$ cat config.mk
export PLATFORM = sky130hd
export DESIGN_NAME = mem_stage_lsu_flat
export DESIGN_NICKNAME = d
export VERILOG_FILES = /design/src/rtl/cpu_mem_pkg.sv /design/src/rtl/mem_stage_lsu_if.sv /design/src/rtl/lsu_timeout_counter.sv /design/src/rtl/mem_stage_lsu.sv /design/src/flat_wrapper.sv
export SDC_FILE = /design/constraint.sdc
export NUM_CORES = 1
export LEC_CHECK = 0
export ABC_CLOCK_PERIOD_IN_PS = 2000
export BUFFER_PORTS_ARGS = -buffer_cell sky130_fd_sc_hd__buf_2
export CAP_MARGIN = 0
export CORE_AREA = 2 2 102 104
export DETAILED_ROUTE_END_ITERATION = 10
export DIE_AREA = 0 0 104 106
export HOLD_SLACK_MARGIN = 0.05
export PLACE_DENSITY_LB_ADDON = 0.05
export SLEW_MARGIN = 20
export SYNTH_ARGS = -nofsm -noshare
export SYNTH_HDL_FRONTEND = slang
export SYNTH_SLANG_ARGS = --single-unit
$ cat constraint.sdc
create_clock -name clk -period 2 [get_ports clk]
set_clock_uncertainty 0.15 [all_clocks]
set_input_delay 0.4 -clock clk [delete_from_list [all_inputs] [get_ports clk]]
set_output_delay 0.4 -clock clk [all_outputs]
set_load 0.02 [all_outputs]
$ cat src/rtl/cpu_mem_pkg.sv
// Shared types and constants for the memory-stage load/store unit.
// Pure declarations: no logic, no latency.
// No flow control of its own; consumed by the LSU FSM and its timeout counter.
package cpu_mem_pkg;

   // LSU FSM states: IDLE waits for an access, REQ holds the bus request,
   // RESP waits for the response, DONE releases the pipeline for one cycle.
   typedef enum logic [1:0] {
      IDLE = 2'd0,
      REQ  = 2'd1,
      RESP = 2'd2,
      DONE = 2'd3
   } lsu_state_t;

   // ResultSrcM encodings from the M stage.
   localparam logic [1:0] RESULT_ALU = 2'b00;
   localparam logic [1:0] RESULT_MEM = 2'b01;
   localparam logic [1:0] RESULT_PC4 = 2'b10;

   // Cycles allowed in REQ+RESP before the access is abandoned as a fault.
   localparam int DEFAULT_TIMEOUT = 255;

   // Word accesses only: the two byte-offset bits must be zero.
   function automatic logic is_word_aligned(input logic [1:0] lsb);
      return (lsb == 2'b00);
   endfunction

endpackage

$ cat src/rtl/mem_stage_lsu_if.sv
// Data-bus port of the LSU: request channel with valid/ready plus a response strobe.
// Wires only, zero latency.
// Request backpressure is bus_req_ready; the response channel cannot be stalled.
interface mem_stage_lsu_if #(
   parameter int ADDR_W = 32,
   parameter int DATA_W = 32
);
   logic              bus_req_valid;
   logic              bus_req_ready;
   logic              bus_req_we;
   logic [ADDR_W-1:0] bus_req_addr;
   logic [DATA_W-1:0] bus_req_wdata;
   logic              bus_rsp_valid;
   logic [DATA_W-1:0] bus_rsp_rdata;

   // The LSU drives requests and receives responses.
   modport master (
      output bus_req_valid, bus_req_we, bus_req_addr, bus_req_wdata,
      input  bus_req_ready, bus_rsp_valid, bus_rsp_rdata
   );

   // The interconnect / memory side.
   modport slave (
      input  bus_req_valid, bus_req_we, bus_req_addr, bus_req_wdata,
      output bus_req_ready, bus_rsp_valid, bus_rsp_rdata
   );
endinterface

$ cat src/rtl/lsu_timeout_counter.sv
// Counts cycles an access spends in REQ+RESP and flags the cycle that uses up the budget.
// tc is combinational from the registered count: it is high in the TIMEOUT-th enabled cycle.
// No backpressure; clear has priority over enable.
module lsu_timeout_counter
   import cpu_mem_pkg::*;
#(
   parameter int TIMEOUT = DEFAULT_TIMEOUT
) (
   input  logic clk,
   input  logic rst_n,
   input  logic clear,
   input  logic en,
   output logic tc
);
   localparam int            W    = $clog2(TIMEOUT + 1);
   localparam logic [W-1:0]  LAST = W'(TIMEOUT - 1);

   logic [W-1:0] count;

   // Count enabled cycles; restart from zero whenever a new access begins.
   always_ff @(posedge clk) begin
      if (!rst_n) begin
         count <= '0;
      end else if (clear) begin
         count <= '0;
      end else if (en) begin
         count <= count + W'(1);
      end
   end

   // The enabled cycle that brings the count to TIMEOUT is the last one allowed.
   assign tc = en && (count == LAST);

endmodule

$ cat src/rtl/mem_stage_lsu.sv
// Memory-stage LSU: turns M-stage loads/stores into one valid/ready bus transaction each.
// Latency: a word access with immediate ready and response stalls 3 cycles (IDLE, REQ, RESP), releases in DONE.
// Holds mem_stall while waiting on bus_req_ready or bus_rsp_valid; a timeout aborts the access with mem_fault.
module mem_stage_lsu
   import cpu_mem_pkg::*;
#(
   parameter int ADDR_W  = 32,
   parameter int DATA_W  = 32,
   parameter int TIMEOUT = DEFAULT_TIMEOUT
) (
   input  logic              clk,
   input  logic              rst_n,
   input  logic              flush,
   input  logic [1:0]        ResultSrcM,
   input  logic              MemWriteM,
   input  logic [ADDR_W-1:0] ALUResultM,
   input  logic [DATA_W-1:0] WriteDataM,
   mem_stage_lsu_if.master   bus,
   output logic [DATA_W-1:0] ReadDataM,
   output logic              mem_stall,
   output logic              mem_fault
);

   lsu_state_t        state;
   logic              req_valid;
   logic              req_we;
   logic [ADDR_W-1:0] req_addr;
   logic [DATA_W-1:0] req_wdata;
   logic              discard;

   logic access;
   logic aligned;
   logic start;
   logic misaligned;
   logic busy;
   logic tc;
   logic suppress;

   assign access     = MemWriteM | (ResultSrcM == RESULT_MEM);
   assign aligned    = is_word_aligned(ALUResultM[1:0]);
   assign start      = (state == IDLE) && access && aligned && !flush;
   assign misaligned = (state == IDLE) && access && !aligned && !flush;
   assign busy       = (state == REQ) || (state == RESP);
   // A flushed instruction, whether flushed earlier or this very cycle, reports nothing.
   assign suppress   = discard || flush;

   // Stall starts combinationally in IDLE so the EX/MEM register holds the access steady.
   assign mem_stall  = start || busy;

   assign bus.bus_req_valid = req_valid;
   assign bus.bus_req_we    = req_we;
   assign bus.bus_req_addr  = req_addr;
   assign bus.bus_req_wdata = req_wdata;

   lsu_timeout_counter #(
      .TIMEOUT (TIMEOUT)
   ) u_timeout (
      .clk   (clk),
      .rst_n (rst_n),
      .clear (start),
      .en    (busy),
      .tc    (tc)
   );

   // Transaction FSM with registered bus request, load data, fault pulse and discard flag.
   always_ff @(posedge clk) begin
      if (!rst_n) begin
         state     <= IDLE;
         req_valid <= 1'b0;
         req_we    <= 1'b0;
         req_addr  <= '0;
         req_wdata <= '0;
         ReadDataM <= '0;
         mem_fault <= 1'b0;
         discard   <= 1'b0;
      end else begin
         mem_fault <= 1'b0;
         unique case (state)
            IDLE: begin
               if (start) begin
                  req_valid <= 1'b1;
                  req_we    <= MemWriteM;
                  req_addr  <= {ALUResultM[ADDR_W-1:2], 2'b00};
                  req_wdata <= WriteDataM;
                  state     <= REQ;
               end else if (misaligned) begin
                  mem_fault <= 1'b1;
               end
            end
            REQ: begin
               // Valid stays up through a flush; only the result is thrown away.
               if (flush) discard <= 1'b1;
               // Timeout wins over a same-cycle ready: the interconnect abandons the request.
               if (tc) begin
                  req_valid <= 1'b0;
                  mem_fault <= !suppress;
                  state     <= DONE;
               end else if (bus.bus_req_ready) begin
                  req_valid <= 1'b0;
                  state     <= RESP;
               end
            end
            RESP: begin
               if (flush) discard <= 1'b1;
               // A response arriving in the last allowed cycle still completes normally.
               if (bus.bus_rsp_valid) begin
                  if (!req_we && !suppress) ReadDataM <= bus.bus_rsp_rdata;
                  state <= DONE;
               end else if (tc) begin
                  mem_fault <= !suppress;
                  state     <= DONE;
               end
            end
            DONE: begin
               discard <= 1'b0;
               state   <= IDLE;
            end
            default: state <= IDLE;
         endcase
      end
   end

   // A response before the request has been accepted breaks the bus protocol.
   rsp_in_req_a: assert property (@(posedge clk) disable iff (!rst_n)
      !((state == REQ) && bus.bus_rsp_valid));

endmodule

$ cat src/flat_wrapper.sv
// flat-port wrapper written by rule: the top's interface ports become plain ports
module mem_stage_lsu_flat import cpu_mem_pkg::*;
#(
   parameter int ADDR_W  = 32,
   parameter int DATA_W  = 32,
   parameter int TIMEOUT = DEFAULT_TIMEOUT
)
  (clk, rst_n, flush, ResultSrcM, MemWriteM, ALUResultM, WriteDataM, ReadDataM, mem_stall, mem_fault, bus_bus_req_valid, bus_bus_req_we, bus_bus_req_addr, bus_bus_req_wdata, bus_bus_req_ready, bus_bus_rsp_valid, bus_bus_rsp_rdata);
  mem_stage_lsu_if #(.ADDR_W(ADDR_W), .DATA_W(DATA_W)) bus_i ();
  input  logic clk;
  input  logic rst_n;
  input  logic flush;
  input  logic [1:0] ResultSrcM;
  input  logic MemWriteM;
  input  logic [ADDR_W-1:0] ALUResultM;
  input  logic [DATA_W-1:0] WriteDataM;
  output logic [DATA_W-1:0] ReadDataM;
  output logic mem_stall;
  output logic mem_fault;
  output wire logic [$bits(bus_i.bus_req_valid)-1:0] bus_bus_req_valid;
  output wire logic [$bits(bus_i.bus_req_we)-1:0] bus_bus_req_we;
  output wire logic [$bits(bus_i.bus_req_addr)-1:0] bus_bus_req_addr;
  output wire logic [$bits(bus_i.bus_req_wdata)-1:0] bus_bus_req_wdata;
  input wire logic [$bits(bus_i.bus_req_ready)-1:0] bus_bus_req_ready;
  input wire logic [$bits(bus_i.bus_rsp_valid)-1:0] bus_bus_rsp_valid;
  input wire logic [$bits(bus_i.bus_rsp_rdata)-1:0] bus_bus_rsp_rdata;
  assign bus_bus_req_valid = bus_i.bus_req_valid;
  assign bus_bus_req_we = bus_i.bus_req_we;
  assign bus_bus_req_addr = bus_i.bus_req_addr;
  assign bus_bus_req_wdata = bus_i.bus_req_wdata;
  assign bus_i.bus_req_ready = bus_bus_req_ready;
  assign bus_i.bus_rsp_valid = bus_bus_rsp_valid;
  assign bus_i.bus_rsp_rdata = bus_bus_rsp_rdata;
  mem_stage_lsu #(.ADDR_W(ADDR_W), .DATA_W(DATA_W), .TIMEOUT(TIMEOUT)) u_core (.clk(clk), .rst_n(rst_n), .flush(flush), .ResultSrcM(ResultSrcM), .MemWriteM(MemWriteM), .ALUResultM(ALUResultM), .WriteDataM(WriteDataM), .bus(bus_i), .ReadDataM(ReadDataM), .mem_stall(mem_stall), .mem_fault(mem_fault));
endmodule
* Word-level counts from Yosys, hierarchy flattened
Index checks and enable logic that the tools add are counted.
** Word-level totals
- Word-level logic and storage cells :: 63
- Register bits :: 108
- Output and inout port bits :: 100
** Operators by class
- Equality and inequality tests :: 9
- $add $sub $neg :: 1
- Bitwise logic cells :: 2
- Muxes and demuxes :: 17
- Reduce and logical (&&, ||, !) cells :: 25
** Operators by type and width (number)
- 2-bit two-way mux :: 5
- 3-bit AND reduction :: 3
- 8-bit by 1-bit adder with 8-bit output, second input constant :: 1
- 8-bit == test, second input constant :: 1
- 1-bit two-way mux :: 8
- 2-bit one-hot mux with 4 select lines :: 1
- 1-bit logical AND :: 7
- 3-bit by 2-bit != test with 1-bit output, second input constant :: 2
- 2-bit by 1-bit == test with 1-bit output, second input constant :: 2
- 2-bit == test, second input constant :: 2
- 1-bit zero test :: 4
- 2-bit zero test :: 2
- 2-bit by 1-bit != test with 1-bit output, second input constant :: 2
- 1-bit one-hot mux with 2 select lines :: 2
- 2-bit AND reduction :: 2
- 2-bit nonzero test :: 2
- 2-bit OR reduction :: 2
- 1-bit logical OR :: 3
- 1-bit one-hot mux with 3 select lines :: 1
- 1-bit inverter :: 1
- 1-bit OR :: 1

* Depth between registers and ports, before layout
- Depth after elaboration :: 8
- Mapped depth :: 8

* By module
Synthesis repeated with hierarchy kept, for this count alone.
** Unflattened totals
- Cells, all modules :: 503
- Area total of the unflattened synthesis :: 4299.1 um^2
** By module, submodules not included
- mem_stage_lsu :: instances 1, sequential area each 2001.9 um^2, cells an instance 461, area each 3930.0 um^2
- lsu_timeout_counter :: instances 1, sequential area each 160.2 um^2, cells an instance 42, area each 369.1 um^2

* Least setup slack after synthesis
Ideal clock, no wire load.
- Kind :: reg2out
- From :: reg u_core.state[0]
- To :: out mem_stall
- Setup slack :: 73 ps
- Arrival :: 1377 ps
- Cell stages (with the launch flop) :: 7
- Required time :: 1450 ps
- Buffers on the path :: 1
- Cell sequence :: dfxtp_1 -> inv_1 -> ha_1 -> nor4b_4 -> o21ai_1 -> buf_2 -> nand2b_1
** Between the ends
- Word-level cells in the longest chain between the ends :: 5
- Elaborated cells on any way between the ends :: 8
** Ends and longest elaborated chain
- start: declaration :: RTL line mem_stage_lsu.sv:24 : lsu_state_t state;
- start signal: assignment :: RTL line mem_stage_lsu.sv:68 : state <= IDLE;
- start signal: assignment :: RTL line mem_stage_lsu.sv:85 : state <= REQ;
- start signal: assignment :: RTL line mem_stage_lsu.sv:97 : state <= DONE;
- 2-bit zero test :: RTL line mem_stage_lsu.sv:41 : assign start = (state == IDLE) && access && aligned && !flush;
- 1-bit logical AND (3 in series) :: RTL line mem_stage_lsu.sv:41
- 1-bit logical OR (*) :: RTL line mem_stage_lsu.sv:48 : assign mem_stall = start || busy;
- end: declaration :: RTL line flat_wrapper.sv:18 : output logic mem_stall;
Mark *: on every way between the ends. The rest lies on a longest branch, timed or not.

* Final worst setup path
- From :: reg u_core.state[1]
- To :: out mem_stall
Same word-level chain as after synthesis.

==> flow_summary_export.csv <==
group,metric,value,unit
status,status,"finished, violations left",
status,violations,"setup timing",
worst_setup_path,worst_setup_path_start_kind,"flip-flop",
cts,cts_buffers,9,
synthesis,synth-seq-cells,108,
detailed_routing,drt-vias-per-instance,4.69,
detailed_routing,wl_met2,5250,µm
detailed_routing,wirelength,10700,µm
synthesis,async_flop_share,0,%
worst_hold_path,min_path_type,"input pin to flip-flop",
cts,clkLatencyLatePin,0.36,ns
die,std_cell_rows,37,
synthesis,syn_area,4580,µm²
global_route,track_usage,19.5,%
placement,dpl.cell_count,816,
global_route,antenna_found_initial,0,
synthesis,synth-main-ff-cell,"dfxtp_1",
synthesis,yosysWarnings,0,
detailed_routing,wl_met3,535,µm
placement,io_buffers,201,
sta,drv_slew,0,
die,fp.dieW,104,µm
sta,fin_hold_ws,0.107,ns
worst_setup_path,critPathArrivalTime,1.50,ns
global_route,grt_max_degree,68,
detailed_routing,topRoutingLayerUsed,"met4",
sta,fmax,0.489,GHz
power,peakVddDrop,0.724,mV
detailed_routing,drc,0,
worst_setup_path,cpLargestDelayFamily,"simple AND/OR/NAND/NOR gates",
synthesis,ys_top_cells_by_area,"dfxtp_1, nand2_1, a21boi_2",
worst_setup_path,critical_path_class,"flip-flop to output port",
synthesis,synth.top_cell.area_share,47.2,%
power,power.density,799,nW/µm²
sta,rsz0062_at_grt,"yes",
finish,nets,805,
sta,hold_viol_final,0,
sta,tns,-0.0466,ns
worst_setup_path,cp.required,1.45,ns
worst_setup_path,cp_slowest_cell,"dfxtp_2",
placement,place.gp.congestion,0.781,
synthesis,netlist_instances,500,
sta,layout_min_cycle_time,2.05,ns
die,die_area,11000,µm²
detailed_routing,vias,3914,
global_route,grt_pass1_wl,17500,µm
worst_setup_path,cp_cell_sequence,"inv_2 -> ha_4 -> nor4b_4 -> o21ai_4 -> nand2b_1 -> buf_6",
finish,area_growth,29.4,%
cts,cts_hold_buf,0,
synthesis,synth_top_area_cell,"dfxtp_1",
sta,min_period_over_period,102,%
cts,htree_levels,3,
detailed_routing,drtIter0Drc,99,
die,io_pins,204,
global_route,grt_pass1_vias,3735,
sta,setup_ws,-0.0466,ns
worst_setup_path,crit_path_end_kind,"output port",
power,leakage,2.56,nW
die,start_util,45.8,%
job,drv_cap,0,
sta,setup_viol,1,
placement,place_hpwl,7760,µm
cts,cts-root-buf,"clkbuf_8",
detailed_routing,ant_nets,0,
die,die_h,106,µm
global_route,grt_overflow_total,0,
synthesis,synth_area_per_cell,9.16,µm²
finish,fin_cells,835,
cts,clk_pin_slew,0.10,ns
synthesis,ys_types,38,
worst_setup_path,max_stage_delay,0.33,ns
worst_setup_path,crit_fanout,2,
detailed_routing,met1_length,4710,µm
worst_setup_path,path_buf_inv,2,
cts,cts.sinks,108,
cts,cts_tree,"yes",
synthesis,synth-seq-area-share,47.2,%
finish,drive_gt1_share,45.8,%
detailed_routing,dr.pass1.iters,5,
cts,cts_buffer_depth,2,
synthesis,synth-edff-count,0,
finish,antenna_cells,0,
die,coreArea,10000,µm²
detailed_routing,routedWlPerCell,12.9,µm
[sequential cells by signal, summed over array words and instances (netlist names)]
register,cells
u_core.u_timeout.count,8
u_core.bus.bus_req_wdata,32
u_core.bus.bus_req_addr,30
u_core.state,2
u_core.bus.bus_req_valid,1
u_core.discard,1
u_core.mem_fault,1
u_core.bus.bus_req_we,1
u_core.ReadDataM,32
[tightest hold or removal path, cell delays in order]
cell and delay [ns]:
buf_2 0.10, nand2_2 0.05, a21boi_2 0.04
[report_power, final]
| part | total (mW) | switching [mW] | internal, mW | leakage (nW) |
|---|---|---|---|---|
| logic | 1.11 | 0.600 | 0.513 | 1.59 |
| clock network | 1.30 | 0.722 | 0.575 | 0.0931 |
| registers | 2.33 | 0.0647 | 2.27 | 0.874 |
| total | 4.74 | 1.39 | 3.35 | 2.56 |
[per-layer routing]
metal  track usage, %  vias to the layer above
met5                0                        -
met4             8.98                        0
met3             4.17                       21
met2             32.9                      110
met1             23.8                     1776
li1                 -                     2007
[kinds of logic after synthesis]
kind of cell | count (synthesis) | synth area share, %
xor+xnor | 7 | 1.34
buf+inv | 39 | 5.57
simple gates | 227 | 22.3
mux | 1 | 0.218
fa+ha+maj | 7 | 1.91
other cells | 1 | 0.0818
flops | 108 | 47.2
compound gates | 110 | 21.4
[Yosys cell counts, types with 2 or more instances]
master / number
xor2_1: 4
a21boi_0: 36
nand2_2: 40
buf_4: 2
buf_2: 11
clkbuf_1: 16
ha_1: 7
nand4_1: 4
buf_12: 4
nand2_1: 156
nor2_1: 13
a21oi_1: 3
o221ai_1: 3
dfxtp_1: 108
nand2b_1: 2
nor2b_1: 6
xnor2_1: 3
a21boi_1: 19
inv_1: 4
a21boi_2: 40
buf_8: 2
[stage by stage]
| stage | total power, mW | utilization, % | area, µm² | worst slack (ns) |
|---|---|---|---|---|
| floorplan | 3.06 | - | 4590 | 0.0728 |
| global placement | 3.41 | 57.0 | 5700 | 0.0853 |
| detailed placement | 3.44 | 57.0 | 5700 | 0.00272 |
| CTS | 4.79 | 59.3 | 5930 | -0.0837 |
| global route | 5.01 | 59.3 | 5930 | -0.160 |
| finish | 4.74 | 59.3 | 5930 | -0.0466 |
[cells in the final DEF (no fill, tap or decap), drive strengths merged, types with 2 or more instances in the layout]
master and count:
buf 217, o21ai 2, inv 4, o221ai 3
dfxtp 108, nor2 13, clkbuf 11, ha 7
clkinv 3, a21oi 3, a21boi 95, xnor2 3
nor2b 6, conb 2, nand2 196, xor2 4
nand2b 2, nand4 4
[final timing paths]
| check | from | to | slack (ns) | cells past startpoint |
|---|---|---|---|---|
| worst max-delay path | u_core.state[1] | mem_stall | -0.05 | 6 |
| worst min register to register | u_core.ReadDataM[21] | u_core.ReadDataM[21] | 0.30 | 2 |
| worst max register to register | u_core.state[1] | u_core.bus.bus_req_wdata[26] | 0.16 | 8 |
| worst min-delay path | WriteDataM[5] | u_core.bus.bus_req_wdata[5] | 0.11 | 3 |
[final cells by class]
type / count / area (µm²)
timing repair buffer: 217 / 1200
tap: 136 / 170
sequential: 108 / 2160
inverter: 4 / 15.0
clock buffer: 11 / 131
fill: 945 / 4070
multi-input combinational: 354 / 2200
clock inverter: 5 / 52.6
[repair_timing]
action,in CTS,in global routing
setup buffers,3,0
endpoints found under the hold margin,0,0
gates resized for setup,8,1
setup endpoints to repair,1,63
pin swaps,1,0
No activity file was read; power rests on OpenSTA's default activity.
